## config.mk

```make
export PLATFORM = sky130hd
export DESIGN_NAME = bcd_serial_adder
export DESIGN_NICKNAME = d
export VERILOG_FILES = /design/src/rtl/bcd_serial_adder.sv
export SDC_FILE = /design/constraint.sdc
export NUM_CORES = 1
export LEC_CHECK = 0
export ABC_AREA = 1
export ABC_CLOCK_PERIOD_IN_PS = 6700
export CORE_AREA = 10 10 117 119
export DETAILED_ROUTE_END_ITERATION = 16
export DIE_AREA = 0 0 127 129
export DONT_BUFFER_PORTS = 1
export PLACE_DENSITY = 0.36
export SETUP_SLACK_MARGIN = 0.5
export SLEW_MARGIN = 20
export SYNTH_ARGS = -nofsm -noshare
export SYNTH_HDL_FRONTEND = slang
export SYNTH_SLANG_ARGS = --single-unit
```

## constraint.sdc

```tcl
create_clock -name clk -period 6.7 [get_ports clk]
set_input_delay 0.335 -clock clk [delete_from_list [all_inputs] [get_ports clk]]
set_output_delay 0.335 -clock clk [all_outputs]
set_load 0.01 [all_outputs]
```

## src/rtl/bcd_serial_adder.sv

```systemverilog
// bcd_serial_adder
//   Multi-digit packed-BCD adder that processes one decimal digit per clock, least
//   significant digit first. Each digit uses the single-digit BCD rule: a binary sum
//   above 9 is corrected by +6 and produces a decimal carry into the next digit.
//
// Ports
//   clk    rising-edge clock
//   rst_n  asynchronous active-low reset
//   start  operation request, sampled only in idle or done
//   a, b   packed BCD operands, digit i = [4i+3:4i], digit 0 = LSD
//   cin    decimal carry into digit 0
//   busy   high while digits are being added
//   done   one-cycle pulse; sum/cout/err are valid
//   sum    packed BCD result (registered, held until next accept)
//   cout   decimal carry out of the most significant digit
//   err    sticky flag: a processed digit of a or b was above 9
module bcd_serial_adder #(
    parameter int unsigned DIGITS = 4
) (
    input  logic                clk,
    input  logic                rst_n,
    input  logic                start,
    input  logic [4*DIGITS-1:0] a,
    input  logic [4*DIGITS-1:0] b,
    input  logic                cin,
    output logic                busy,
    output logic                done,
    output logic [4*DIGITS-1:0] sum,
    output logic                cout,
    output logic                err
);

    localparam int unsigned W    = 4 * DIGITS;
    localparam int unsigned IdxW = (DIGITS > 1) ? $clog2(DIGITS) : 1;
    localparam logic [IdxW-1:0] LastIdx = IdxW'(DIGITS - 1);

    typedef enum logic [1:0] {
        StIdle,
        StAdd,
        StDone
    } state_e;

    state_e          state_q, state_d;
    logic [IdxW-1:0] idx_q, idx_d;
    logic            carry_q, carry_d;
    logic [W-1:0]    a_q, a_d;
    logic [W-1:0]    b_q, b_d;
    logic [W-1:0]    sum_q, sum_d;
    logic            cout_q, cout_d;
    logic            err_q, err_d;

    // Current digit pair and its BCD sum
    logic [3:0] a_dig, b_dig, digit;
    logic [4:0] bin_sum;
    logic       dig_carry;

    always_comb begin
        a_dig = '0;
        b_dig = '0;
        for (int i = 0; i < int'(DIGITS); i++) begin
            if (idx_q == IdxW'(i)) begin
                a_dig = a_q[4*i +: 4];
                b_dig = b_q[4*i +: 4];
            end
        end
        bin_sum   = {1'b0, a_dig} + {1'b0, b_dig} + {4'b0000, carry_q};
        dig_carry = (bin_sum > 5'd9);
        // Low nibble of (t + 6); invalid input digits still follow this rule
        digit     = dig_carry ? (bin_sum[3:0] + 4'd6) : bin_sum[3:0];
    end

    always_comb begin
        state_d = state_q;
        idx_d   = idx_q;
        carry_d = carry_q;
        a_d     = a_q;
        b_d     = b_q;
        sum_d   = sum_q;
        cout_d  = cout_q;
        err_d   = err_q;

        unique case (state_q)
            StIdle, StDone: begin
                if (start) begin
                    a_d     = a;
                    b_d     = b;
                    carry_d = cin;
                    idx_d   = '0;
                    sum_d   = '0;
                    cout_d  = 1'b0;
                    err_d   = 1'b0;
                    state_d = StAdd;
                end else if (state_q == StDone) begin
                    state_d = StIdle;
                end
            end
            StAdd: begin
                for (int i = 0; i < int'(DIGITS); i++) begin
                    if (idx_q == IdxW'(i)) begin
                        sum_d[4*i +: 4] = digit;
                    end
                end
                carry_d = dig_carry;
                err_d   = err_q | (a_dig > 4'd9) | (b_dig > 4'd9);
                if (idx_q == LastIdx) begin
                    // Wrap so the counter never exceeds DIGITS-1
                    idx_d   = '0;
                    cout_d  = dig_carry;
                    state_d = StDone;
                end else begin
                    idx_d = idx_q + 1'b1;
                end
            end
            default: state_d = StIdle;
        endcase
    end

    always_ff @(posedge clk or negedge rst_n) begin
        if (!rst_n) begin
            state_q <= StIdle;
            idx_q   <= '0;
            carry_q <= 1'b0;
            a_q     <= '0;
            b_q     <= '0;
            sum_q   <= '0;
            cout_q  <= 1'b0;
            err_q   <= 1'b0;
        end else begin
            state_q <= state_d;
            idx_q   <= idx_d;
            carry_q <= carry_d;
            a_q     <= a_d;
            b_q     <= b_d;
            sum_q   <= sum_d;
            cout_q  <= cout_d;
            err_q   <= err_d;
        end
    end

    assign busy = (state_q == StAdd);
    assign done = (state_q == StDone);
    assign sum  = sum_q;
    assign cout = cout_q;
    assign err  = err_q;

endmodule

```

Word-level counts from Yosys, hierarchy flattened:

Cells that the tools add are included.

* bits of input ports: 36
* memories kept: 0
* bits in writable memories: 0
* flip-flop bits (word level): 55
* output and inout bits: 20
* latch bits: 0
* memory bits (read-only): 0

* magnitude comparators: 3
* equal/unequal tests: 11
* div/mod/pow operators: 0
* add/sub/neg operators: 4
* shift operators: 0
* mux-type cells: 28
* bitwise operators: 2
* reduce and logical (&&, ||, !) cells: 11
* $mul: 0

Operators with widths (count)
* two-way mux 4 bit: 13
* case mux 16 bit (2 select lines): 1
* two-way mux 16 bit: 1
* AND reduction 3 bit: 4
* two-way mux 2 bit: 5
* greater-than comparator 4 bit (second input constant): 2
* inequality test 2 x 1 -> 1 bit (second input constant): 4
* case mux 2 bit (2 select lines): 2
* == test 2 bit (second input constant): 3
* case mux 1 bit (2 select lines): 3
* AND reduction 2 bit: 3
* adder 4 x 4 -> 5 bit: 1
* adder 5 x 1 -> 5 bit: 1
* greater-than comparator 5 x 4 -> 1 bit (second input constant): 1
* adder 4 x 3 -> 4 bit (second input constant): 1
* == test 2 x 1 -> 1 bit (second input constant): 2
* zero test 2 bit: 2
* two-way mux 1 bit: 3
* inequality test 3 bit (second input constant): 1
* adder 2 x 1 -> 2 bit (second input constant): 1
* inequality test 2 bit (second input constant): 1
* bitwise OR 1 bit: 2
* nonzero test 2 bit: 1
* OR reduction 2 bit: 1

Depth between registers and ports, before layout:

* word-level depth: 11
* depth in mapped cells: 21
* depth with buffers taken out: 20

Worst setup path before layout:

No wires, ideal clock.

* path type: reg2reg
* start: reg idx_q[0]
* end: reg sum_q[11], in the netlist sum[11]
* setup time: 0.117 ns
* data arrival time: 2.974 ns
* data required time: 6.583 ns
* cell stages (with the launch flop): 19
* path slack: 3.609 ns
* buffers on the path: 1
* cells stage by stage: dfrtp_1 ha_1 buf_6 nor2_4 a22oi_1 o21ai_0 o21ai_0 fa_1 fa_1 nand2_1 nand2_1 ha_1 nand2_1 a21boi_2 nand2_2 nand2_2 nand3_2 nand3_1 nand2_1

* cells in the longest elaborated chain, start to end: 11

RTL lines
* from (decl): RTL line 44 `logic [IdxW-1:0] idx_q, idx_d;`
* from (signal assigned): RTL line 130 `idx_q <= idx_d;`
* zero test 2 bit: RTL line 61 `if (idx_q == IdxW'(i)) begin`
* two-way mux 4 bit (4 in a row): RTL line 61
* adder 4 x 4 -> 5 bit: RTL line 66 `bin_sum = {1'b0, a_dig} + {1'b0, b_dig} + {4'b0000, carry_q};`
* adder 5 x 1 -> 5 bit: RTL line 66
* adder 4 x 3 -> 4 bit / greater-than comparator 5 x 4 -> 1 bit (equally long branches): RTL line 69, 67
* two-way mux 4 bit: RTL line 69 `digit = dig_carry ? (bin_sum[3:0] + 4'd6) : bin_sum[3:0];`
* two-way mux 4 bit: RTL line 99 `if (idx_q == IdxW'(i)) begin`
* case mux 16 bit (2 select lines): RTL line 82 `unique case (state_q)`
* to (signal assigned): RTL line 134 `sum_q <= sum_d;`
* to (decl): RTL line 48 `logic [W-1:0] sum_q, sum_d;`

Several ways; a longest one is shown, not always the timed one. The select of a mux whose other input is x is not followed.
A chain may end at the register's enable or synchronous reset.

Worst setup path after layout:

* start: reg idx_q[1]
* end: reg sum_q[9], in the netlist sum[9]

Same word-level chain as after synthesis.

==> impl_results.md <==
* Status: finished clean
* Unrepaired setup endpoints after global routing: no
* Clk buf depth at 2
* Delay-heaviest family, CP: adder cells
* Worst Skew at 0.00552 ns
* Setup crit end kind: flop
* Worst path slowest cell: fa_1
* Top_reg_cell synth: dfrtp_1
* Type of the most critical hold path: input port to flop
* Crit path capture: sum[9]
* Utilization after layout at a little over a quarter
* Pins Over Slew Limit at 0
* Sequential area share after synthesis at 49.9%
* Total Routed Length at 7570 um
* Endpoints failing setup at 0
* Total negative setup slack at 0 ns
* Area growth, synth to finish at 10.9%
* Post-synth EDFFs at 0
* Critical path buffers and inverters at 2
* Final Net Count at slightly below 400
* Max-slew headroom at approximately half
* Fin crit share at 55.3%
* Post-synth net total at 393
* Critical path depth at 18
* Num ports at 56
* Antenna cells at 0
* Fin cells at 490
* Drt wl/cell at between 15 and 20 um
* Max Freq at roughly 270 MHz
* Hold_ws at ~0.15 ns
* Number of distinct library cells after synthesis at 26
* Critical Path Start: idx_q[1]
* DRT antenna net count at 0
* Share of the synthesized area in the top cell type at 49.9%
* Die area at ~16000 um^2
* Die X-Extent at 127 um
* Max cap viols at 0
* Root Driver: clkbuf_16
* Startpoint types: flop
* Dpl hpwl at 5620 um
* Via count at 2116
* Cells after DPL at 480
* Clk sinks at 55
* FF-to-FF End: sum[9]
* Antenna violations before repair at 0
* Worst R2R Path Depth at 18
* Synth async-reset ratio at 100%
* GRT Util Overall at 9.43%
* Flop-to-flop setup slack at 2.99 ns
* Postcts setup bufs at 0
* DRT iter0 DRCs at 145
* Core Area at 11300 um^2
* Post-synthesis instance area at between 2000 and 3000 um^2
* Via-per-instance ratio at 4.32
* Top cell by count, worst path: nand2_1
* Pin count of the biggest net entering global routing at 56
* Worst-path cell chain: inv_1 > ha_1 > nor2_4 > a22oi_1 > o21ai_0 > o21ai_0 > fa_1 > fa_1 > inv_1 > nand2_1 > nand2_1 > ha_1 > nand2_1 > a21boi_2 > nand2_2 > nand3_1 > nand4_1 > nand2_1
* Final Hold Fails at 0
* Kind of critical path: flop to flop
* Vias in the first global route at around 2300
* Worst reg2reg path startpoint: idx_q[1]
* Total CTS buffers at 5
* Worst-path clk slew at 0.07 ns
* Critical path's largest stage delay at around 0.46 ns
* Data arrival, critical path at 3.89 ns
* CTS Hold Bufs at 2
* First-pass GRT wire length at 12500 um
* Placer congestion estimate at about 0.75
* DRC viols at 0
* Detailed Routing Iterations Pass 1 at 4
* Number of H-tree levels at 2
* Top cells by area, synth: dfrtp_1, nand2_1, inv_1
* Critical Path RT at roughly 7 ns
* Fraction of layout cells with a size suffix above 1 at just under 8%
* Ys Warns at 0
* Yosys top cell by area: dfrtp_1
* Row Count at 39
* Mapped Avg Cell Area at 7.94 um^2
* Cts repair resizes at 0
* FF+latch count, synth at 55
* Port-buffer cells at 0
* Min Tclk post-route at about 3.7 ns
* Initial Utilization at around a quarter
* Top cells by count, synth: nand2_1, dfrtp_1, inv_1
* CTS tree: yes
* Max Fanout on Critical Path at 8
* Clock Latency Late Sink at 0.29 ns
* Top-count cell post-synth: nand2_1
* GR Overflow Total at 0
* Slew at the pin closest to its max-slew limit at 0.768 ns
* Cells after Synth at 347
* Die height at 129 um
==> worst reg2reg max path, cell delays in order, from the launching register on <==
cell and delay (ns):
dfrtp_1 0.40, inv_1 0.09, ha_1 0.33, nor2_4 0.26, a22oi_1 0.09, o21ai_0 0.21
o21ai_0 0.17, fa_1 0.45, fa_1 0.46, inv_1 0.07, nand2_1 0.06, nand2_1 0.13
ha_1 0.20, nand2_1 0.05, a21boi_2 0.15, nand2_2 0.09, nand3_1 0.17, nand4_1 0.18
nand2_1 0.06
==> metrics by stage <==
step | worst slack [ns] | area, um^2
global route | 2.62 | 3060
global placement | 3.03 | 2880
detailed placement | 3.00 | 2880
floorplan | 3.61 | 2760
CTS | 2.96 | 3060
finish | 2.99 | 3060
==> kinds of logic (layout without fill, tap and decap cells) <==
| group | count (synthesis) | after routing | share of synthesized area [%] |
|---|---|---|---|
| flip-flops | 55 | 55 | 49.9 |
| AO/OA/AOI/OAI | 40 | 40 | 8.76 |
| AND/OR/NAND/NOR | 200 | 200 | 29.9 |
| adder cells (fa/ha/maj) | 10 | 10 | 5.08 |
| buffers and inverters | 42 | 42 | 6.31 |
==> area by class of cell <==
cell class,count,area [um^2]
tap,143,179
inverter,32,120
clock buffer,7,133
fill,1297,8260
clock inverter,1,5.00
timing repair buffer,2,37.5
multi-input combinational,250,1210
sequential,55,1380
==> per-layer routing <==
metal	vias to the layer above	share of wire, %	track usage (%)
li1	1087	-	-
met1	970	50	12.7
met2	55	43	14.1
met3	4	6.7	3.41
met4	0	0.53	2.01
met5	-	0	0
==> flip-flops by register name (all words and copies together) (netlist names) <==
signal and flops:
sum 16, err 1, cout 1, b_q 16
carry_q 1, a_q 16, idx_q 2, state_q 2
==> placed cells by master (no fill, tap or decap) <==
cell             n
nand2_1        161
dfrtp_1         55
inv_1           28
o21ai_0         13
a21oi_1         12
nor2_1          10
nand3_1         10
nand2_2          8
nand4_1          8
ha_1             8
clkbuf_16        5
inv_2            4
o211ai_1         4
a22oi_1          3
o21ai_2          3
nor2_4           2
o21ai_1          2
fa_1             2
clkbuf_1         2
a21o_1           1
a21oi_2          1
a21boi_2         1
nand3_2          1
clkinv_2         1
buf_16           1
dlygate4sd3_1    1
==> how the worst min path moves through the flow <==
stage / from / slack (ns) / cells after the start / end
2_1_floorplan: rst_n / 0.04 / 0 / a_q[0]
3_3_place_gp: rst_n / 0.04 / 0 / sum[4]
3_5_place_dp: rst_n / 0.04 / 0 / sum[12]
4_1_cts: a[8] / 0.14 / 2 / a_q[8]
5_1_grt: b[0] / 0.14 / 2 / b_q[0]
6_report: b[9] / 0.15 / 2 / b_q[9]
Power is left out: the tool's default activity adds up to more than one toggle a clock period on the data nets, which glitch-free logic cannot reach.
